$ cat config.mk
export PLATFORM = sky130hd
export DESIGN_NAME = rfsoc_axil_regs
export DESIGN_NICKNAME = d
export VERILOG_FILES = /design/src/rtl/rfsoc_reg_pkg.sv /design/src/rtl/axil_slave_if.sv /design/src/rtl/rfsoc_axil_regs.sv
export SDC_FILE = /design/constraint.sdc
export NUM_CORES = 1
export LEC_CHECK = 0
export ABC_AREA = 1
export BUFFER_PORTS_ARGS = -buffer_cell sky130_fd_sc_hd__buf_4
export CAP_MARGIN = 20
export CORE_MARGIN = 1
export CORE_UTILIZATION = 54
export CTS_BUF_LIST = sky130_fd_sc_hd__clkbuf_16
export DETAILED_ROUTE_END_ITERATION = 7
export HOLD_SLACK_MARGIN = 0.02
export PLACE_DENSITY = 0.86
export REMOVE_ABC_BUFFERS = 1
export SYNTH_ARGS = -nofsm -noshare
export SYNTH_HDL_FRONTEND = slang
export SYNTH_SLANG_ARGS = --single-unit
export TNS_END_PERCENT = 30
$ cat constraint.sdc
create_clock -name axilite_clk -period 4.2 [get_ports axilite_clk]
set_input_delay 0.42 -clock axilite_clk [delete_from_list [all_inputs] [get_ports axilite_clk]]
set_output_delay 0.42 -clock axilite_clk [all_outputs]
set_load 0.1 [all_outputs]
$ cat src/rtl/rfsoc_reg_pkg.sv
// Shared register map for the RFSoC ADC capture control block:
// byte offsets, CTRL bit positions and the version word.
package rfsoc_reg_pkg;

    localparam logic [7:0] REG_VERSION    = 8'h00;
    localparam logic [7:0] REG_SCRATCH    = 8'h04;
    localparam logic [7:0] REG_DM_STATUS  = 8'h08;
    localparam logic [7:0] REG_START_ADDR = 8'h0C;
    localparam logic [7:0] REG_CAP_SIZE   = 8'h10;
    localparam logic [7:0] REG_CTRL       = 8'h14;
    localparam logic [7:0] REG_CUR_ADDR   = 8'h18;
    localparam logic [7:0] REG_RUN_CYCLES = 8'h1C;

    localparam int unsigned CTRL_START = 0;
    localparam int unsigned CTRL_RESET = 1;
    localparam int unsigned CTRL_DONE  = 8;
    localparam int unsigned CTRL_ERR   = 9;

    localparam logic [31:0] VERSION_DEFAULT = 32'h0001_0000;

    // Merge new data into an existing word, one byte lane per strobe bit.
    function automatic logic [31:0] apply_strb(input logic [31:0] old_val,
                                               input logic [31:0] new_val,
                                               input logic [3:0]  strb);
        logic [31:0] res;
        res = old_val;
        for (int b = 0; b < 4; b++) begin
            if (strb[b]) res[8*b +: 8] = new_val[8*b +: 8];
        end
        return res;
    endfunction

endpackage

$ cat src/rtl/axil_slave_if.sv
// AXI4-Lite slave handshake engine: one-entry AW/W holding registers, a single
// outstanding write response and a single registered read beat.
module axil_slave_if #(
    parameter int unsigned ADDR_WIDTH = 32,
    parameter int unsigned DATA_WIDTH = 32
) (
    input  logic                    axilite_clk,
    input  logic                    axilite_rstb,
    input  logic [ADDR_WIDTH-1:0]   s_axil_awaddr,
    input  logic                    s_axil_awvalid,
    output logic                    s_axil_awready,
    input  logic [DATA_WIDTH-1:0]   s_axil_wdata,
    input  logic [DATA_WIDTH/8-1:0] s_axil_wstrb,
    input  logic                    s_axil_wvalid,
    output logic                    s_axil_wready,
    output logic [1:0]              s_axil_bresp,
    output logic                    s_axil_bvalid,
    input  logic                    s_axil_bready,
    input  logic [ADDR_WIDTH-1:0]   s_axil_araddr,
    input  logic                    s_axil_arvalid,
    output logic                    s_axil_arready,
    output logic [DATA_WIDTH-1:0]   s_axil_rdata,
    output logic [1:0]              s_axil_rresp,
    output logic                    s_axil_rvalid,
    input  logic                    s_axil_rready,
    output logic                    wr_en,
    output logic [ADDR_WIDTH-1:0]   wr_addr,
    output logic [DATA_WIDTH-1:0]   wr_data,
    output logic [DATA_WIDTH/8-1:0] wr_strb,
    output logic                    rd_en,
    output logic [ADDR_WIDTH-1:0]   rd_addr,
    input  logic [DATA_WIDTH-1:0]   rd_data
);

    logic                    live_q;
    logic                    aw_held_q;
    logic [ADDR_WIDTH-1:0]   aw_addr_q;
    logic                    w_held_q;
    logic [DATA_WIDTH-1:0]   w_data_q;
    logic [DATA_WIDTH/8-1:0] w_strb_q;
    logic                    bvalid_q;
    logic                    rvalid_q;
    logic [DATA_WIDTH-1:0]   rdata_q;
    logic                    aw_fire;
    logic                    w_fire;

    // live_q keeps every ready low while reset is asserted and for the first edge after.
    assign s_axil_awready = live_q & ~aw_held_q & ~bvalid_q;
    assign s_axil_wready  = live_q & ~w_held_q & ~bvalid_q;
    assign s_axil_arready = live_q & ~rvalid_q;

    assign aw_fire = s_axil_awvalid & s_axil_awready;
    assign w_fire  = s_axil_wvalid & s_axil_wready;

    assign wr_en   = aw_held_q & w_held_q;
    assign wr_addr = aw_addr_q;
    assign wr_data = w_data_q;
    assign wr_strb = w_strb_q;
    assign rd_en   = s_axil_arvalid & s_axil_arready;
    assign rd_addr = s_axil_araddr;

    assign s_axil_bresp  = 2'b00;
    assign s_axil_bvalid = bvalid_q;
    assign s_axil_rresp  = 2'b00;
    assign s_axil_rvalid = rvalid_q;
    assign s_axil_rdata  = rdata_q;

    always_ff @(posedge axilite_clk or negedge axilite_rstb) begin
        if (!axilite_rstb) begin
            live_q    <= 1'b0;
            aw_held_q <= 1'b0;
            aw_addr_q <= '0;
            w_held_q  <= 1'b0;
            w_data_q  <= '0;
            w_strb_q  <= '0;
            bvalid_q  <= 1'b0;
            rvalid_q  <= 1'b0;
            rdata_q   <= '0;
        end else begin
            live_q <= 1'b1;

            if (aw_fire) begin
                aw_held_q <= 1'b1;
                aw_addr_q <= s_axil_awaddr;
            end else if (wr_en) begin
                aw_held_q <= 1'b0;
            end

            if (w_fire) begin
                w_held_q <= 1'b1;
                w_data_q <= s_axil_wdata;
                w_strb_q <= s_axil_wstrb;
            end else if (wr_en) begin
                w_held_q <= 1'b0;
            end

            if (wr_en) begin
                bvalid_q <= 1'b1;
            end else if (bvalid_q && s_axil_bready) begin
                bvalid_q <= 1'b0;
            end

            if (rd_en) begin
                rvalid_q <= 1'b1;
                rdata_q  <= rd_data;
            end else if (rvalid_q && s_axil_rready) begin
                rvalid_q <= 1'b0;
            end
        end
    end

endmodule

$ cat src/rtl/rfsoc_axil_regs.sv
// AXI4-Lite register file for the RFSoC ADC capture path: capture configuration,
// start/reset strobes and data-mover status readback.
module rfsoc_axil_regs
    import rfsoc_reg_pkg::*;
#(
    parameter int unsigned ADDR_WIDTH = 32,
    parameter int unsigned DATA_WIDTH = 32,
    parameter logic [31:0] VERSION    = VERSION_DEFAULT
) (
    input  logic                    axilite_clk,
    input  logic                    axilite_rstb,
    input  logic [ADDR_WIDTH-1:0]   s_axil_awaddr,
    input  logic                    s_axil_awvalid,
    output logic                    s_axil_awready,
    input  logic [DATA_WIDTH-1:0]   s_axil_wdata,
    input  logic [DATA_WIDTH/8-1:0] s_axil_wstrb,
    input  logic                    s_axil_wvalid,
    output logic                    s_axil_wready,
    output logic [1:0]              s_axil_bresp,
    output logic                    s_axil_bvalid,
    input  logic                    s_axil_bready,
    input  logic [ADDR_WIDTH-1:0]   s_axil_araddr,
    input  logic                    s_axil_arvalid,
    output logic                    s_axil_arready,
    output logic [DATA_WIDTH-1:0]   s_axil_rdata,
    output logic [1:0]              s_axil_rresp,
    output logic                    s_axil_rvalid,
    input  logic                    s_axil_rready,
    output logic                    adc_start,
    output logic                    adc_reset,
    output logic [31:0]             adc_start_addr,
    output logic [31:0]             adc_cap_size,
    input  logic [31:0]             adc_datamover_status,
    input  logic [31:0]             adc_current_addr,
    input  logic [31:0]             adc_run_cycles,
    input  logic                    adc_wr_mm2s_err,
    input  logic                    adc_cap_done
);

    logic                    wr_en;
    logic [ADDR_WIDTH-1:0]   wr_addr;
    logic [DATA_WIDTH-1:0]   wr_data;
    logic [DATA_WIDTH/8-1:0] wr_strb;
    logic                    rd_en;
    logic [ADDR_WIDTH-1:0]   rd_addr;
    logic [DATA_WIDTH-1:0]   rd_data;
    logic [7:0]              wr_off;
    logic [7:0]              rd_off;

    logic [31:0] scratch_q;
    logic [31:0] start_addr_q;
    logic [31:0] cap_size_q;
    logic        start_q;
    logic        reset_q;

    axil_slave_if #(
        .ADDR_WIDTH (ADDR_WIDTH),
        .DATA_WIDTH (DATA_WIDTH)
    ) u_axil_slave_if (
        .axilite_clk    (axilite_clk),
        .axilite_rstb   (axilite_rstb),
        .s_axil_awaddr  (s_axil_awaddr),
        .s_axil_awvalid (s_axil_awvalid),
        .s_axil_awready (s_axil_awready),
        .s_axil_wdata   (s_axil_wdata),
        .s_axil_wstrb   (s_axil_wstrb),
        .s_axil_wvalid  (s_axil_wvalid),
        .s_axil_wready  (s_axil_wready),
        .s_axil_bresp   (s_axil_bresp),
        .s_axil_bvalid  (s_axil_bvalid),
        .s_axil_bready  (s_axil_bready),
        .s_axil_araddr  (s_axil_araddr),
        .s_axil_arvalid (s_axil_arvalid),
        .s_axil_arready (s_axil_arready),
        .s_axil_rdata   (s_axil_rdata),
        .s_axil_rresp   (s_axil_rresp),
        .s_axil_rvalid  (s_axil_rvalid),
        .s_axil_rready  (s_axil_rready),
        .wr_en          (wr_en),
        .wr_addr        (wr_addr),
        .wr_data        (wr_data),
        .wr_strb        (wr_strb),
        .rd_en          (rd_en),
        .rd_addr        (rd_addr),
        .rd_data        (rd_data)
    );

    // Only addr[7:2] is decoded; everything above aliases onto the same map.
    assign wr_off = {wr_addr[7:2], 2'b00};
    assign rd_off = {rd_addr[7:2], 2'b00};

    logic unused_bits;
    assign unused_bits = ^{wr_addr[ADDR_WIDTH-1:8], wr_addr[1:0],
                           rd_addr[ADDR_WIDTH-1:8], rd_addr[1:0], rd_en};

    always_ff @(posedge axilite_clk or negedge axilite_rstb) begin
        if (!axilite_rstb) begin
            scratch_q    <= '0;
            start_addr_q <= '0;
            cap_size_q   <= '0;
            start_q      <= 1'b0;
            reset_q      <= 1'b0;
        end else begin
            start_q <= 1'b0;
            reset_q <= 1'b0;
            if (wr_en) begin
                case (wr_off)
                    REG_SCRATCH:    scratch_q    <= apply_strb(scratch_q, wr_data, wr_strb);
                    REG_START_ADDR: start_addr_q <= apply_strb(start_addr_q, wr_data, wr_strb);
                    REG_CAP_SIZE:   cap_size_q   <= apply_strb(cap_size_q, wr_data, wr_strb);
                    REG_CTRL: begin
                        if (wr_strb[0]) begin
                            start_q <= wr_data[CTRL_START];
                            reset_q <= wr_data[CTRL_RESET];
                        end
                    end
                    default: ;
                endcase
            end
        end
    end

    always_comb begin
        rd_data = '0;
        case (rd_off)
            REG_VERSION:    rd_data = VERSION;
            REG_SCRATCH:    rd_data = scratch_q;
            REG_DM_STATUS:  rd_data = adc_datamover_status;
            REG_START_ADDR: rd_data = start_addr_q;
            REG_CAP_SIZE:   rd_data = cap_size_q;
            REG_CTRL: begin
                rd_data[CTRL_DONE] = adc_cap_done;
                rd_data[CTRL_ERR]  = adc_wr_mm2s_err;
            end
            REG_CUR_ADDR:   rd_data = adc_current_addr;
            REG_RUN_CYCLES: rd_data = adc_run_cycles;
            default: ;
        endcase
    end

    assign adc_start      = start_q;
    assign adc_reset      = reset_q;
    assign adc_start_addr = start_addr_q;
    assign adc_cap_size   = cap_size_q;

endmodule

==> impl_metrics.ini <==
[finish]
diodes = 0
stdcell_area_um2 = 11150
seq_area_um2 = 4429
multi_input_area_um2 = 3477
nets = 1540
fillers = 1273
drive_gt1_share_pct = 24.18
areaGrowthSynthToFinish_pct = 30.96

[timing]
rsz0062_at_grt = false
fin_skew_ps = 9.614
tightest_slew_ps = 1037
fmax_ghz = 0.4401
min_period_over_period_pct = 54.10
slew_headroom_pct = 30.59
hold_slack_ps = 94.93
drv_slew = 0
final.setup.tns_ps = 0
hold_violations = 0
period_needed_ps = 2272
setup_viol = 0

[critical_path]
crit_required_ps = 4500
rr_startpoint = u_axil_slave_if.w_held_q
cp_cell_sequence = nor3_1, nand2_2, buf_4, mux2_2
cp_max_fo = 52
cp-end-kind = flop
timing.critical_path.from = u_axil_slave_if.w_held_q
slowest_stage = nand2_2
worstSetupPathType = reg2reg
cp.arrival_ps = 2570
cp_slowest_stage_delay_ps = 640
start_kind = flop

[synthesis]
netlist_top_cells_count = nand2_1, dfrtp_1, nor2_1
synth_area_per_cell_um2 = 7.686
yosysTopAreaCell = dfrtp_1
yosysSeqAreaShare_pct = 52.01
async_flop_share_pct = 100.0
synth_area_um2 = 8516
ys_ff_latch = 177
synth_top_flop_cell = dfrtp_1
yosysWarnings = 0
synth_edf_count = 0
synth.distinct_cells = 26
synth.most_common_cell = nand2_1
synth_cells = 1108
yosys-top-cells-area = dfrtp_1, nand2_1, o21ai_0
synth_top_area_share_pct = 52.01

[global_route]
grt_pass1_vias = 7725
grt_util_all_layers_pct = 32.97
overflow = 0
antenna_found_initial = 0
grt_pass1_wl_mm = 40.57
grt_max_degree = 106

[route]
ant_nets = 0
vias = 8320
wl_per_cell_um = 16.78
remaining_drc_errors = 0
first_pass_iters = 7
drtIter0Drc = 695
avgViaCountPerCell = 5.337
drt-total-wl_mm = 26.17

[clock_tree]
clock_latency_ps = 420
cts_root_buf = clkbuf_16
post_cts_buffers = 0
cts_resized = 0
cts_inserted_buffers = 17
postCtsHoldBufs = 0
htree_levels = 4
cts_tree = built
clk_path_buf_depth = 2
cts.sinks = 177
cts.clk_slew.worst_paths_ps = 60

[outcome]
status = complete, no violations

[die]
core_area_um2 = 15310
rows = 45
die_h_um = 127.6
start_util_pct = 55.60
dieArea_um2 = 16280
fp.dieW_um = 127.6
io-pin-count = 312

[flow_run]
max-cap-violations = 0

[place]
io_buffers = 255
post-dp-hpwl_mm = 17.39
placed_cell_area_um2 = 10530
place_congestion = 0.8286

[power]
p_per_area_nw_per_um2 = 573.5
max-vdd-ir-drop_uv = 339.0
p_leak_uw = 0.006041

[worst_hold_path]
hold_class = in2async
-- critical path: cells and delay by family (launching register included) --
kind          cells  cell delay (ps)
buf+inv           1              480
flops             1              410
mux               1              300
simple gates      2              940
-- layer usage --
layer  track usage (%)  routed length [µm]
met3             5.905                1871
met4             11.49                 606
met5                 0                   0
met1             44.03               11090
met2             54.45               12600
-- state kept, by name, summed over array words and instances, names as in the netlist --
| name | count |
|---|---|
| u_axil_slave_if.s_axil_rvalid | 1 |
| adc_start | 1 |
| u_axil_slave_if.wr_strb | 4 |
| scratch_q | 32 |
| u_axil_slave_if.s_axil_rdata | 32 |
| u_axil_slave_if.live_q | 1 |
| u_axil_slave_if.w_held_q | 1 |
| u_axil_slave_if.wr_data | 32 |
| u_axil_slave_if.aw_held_q | 1 |
| u_axil_slave_if.s_axil_bvalid | 1 |
| adc_start_addr | 32 |
| adc_cap_size | 32 |
| adc_reset | 1 |
| u_axil_slave_if.wr_addr | 6 |
-- final timing paths --
check	slack, ps	to	cells past startpoint
setup / recovery	1930	u_axil_slave_if.wr_strb[0]	4
hold / removal	90	u_axil_slave_if.s_axil_rvalid	1
setup reg to reg	1930	u_axil_slave_if.wr_strb[0]	4
hold reg to reg	480	u_axil_slave_if.s_axil_rdata[23]	2
max in group asynchronous	3180	u_axil_slave_if.wr_data[29]	2
min in group axilite_clk	180	u_axil_slave_if.s_axil_rvalid	2
-- stage by stage --
step	total power (µW)	util, %	instances	setup slack [ps]
4_1_cts	6404	72.82	1559	1942
3_5_place_dp	4723	68.73	1527	1763
5_1_grt	6658	72.82	1559	1773
6_report	6396	72.82	1559	1928
3_3_place_gp	4660	68.73	1527	1800
2_1_floorplan	4049	-	1052	-1407
-- kinds of logic (layout without fill, tap and decap cells) --
family	count (synthesis)	in the layout	share of synthesized area (%)
and+or+nand+nor	619	619	30.68
DFF	177	177	52.01
buffers and inverters	154	391	7.596
AOI/OAI and AO/OA	153	153	9.227
muxes	3	3	0.3967
other	2	5	0.08819
-- placed cells by master, fill, tap and decap left out, types with 11 or more instances in the layout --
cell type    n
o21ai_1     11
nand2_1    368
buf_4      262
dfrtp_1    177
nand3_1     62
a21oi_1     43
clkbuf_16   17
o21ai_0     91
inv_1       92
nand4_1     49
nor2_1     105
-- power by group --
group          switching, µW  internal (µW)
logic                   1860            523
registers                231           2100
clock network            641           1040
total                   2730           3670
-- area by class of cell --
class	instances	share of cell area, %
sequential	177	39.72
multi-input combinational	780	31.18
timing repair buffer	264	17.92
clock buffer	17	3.815
inverter	95	3.209
tap	211	2.367
clock inverter	15	1.795
(Power assumes the default switching activity.)
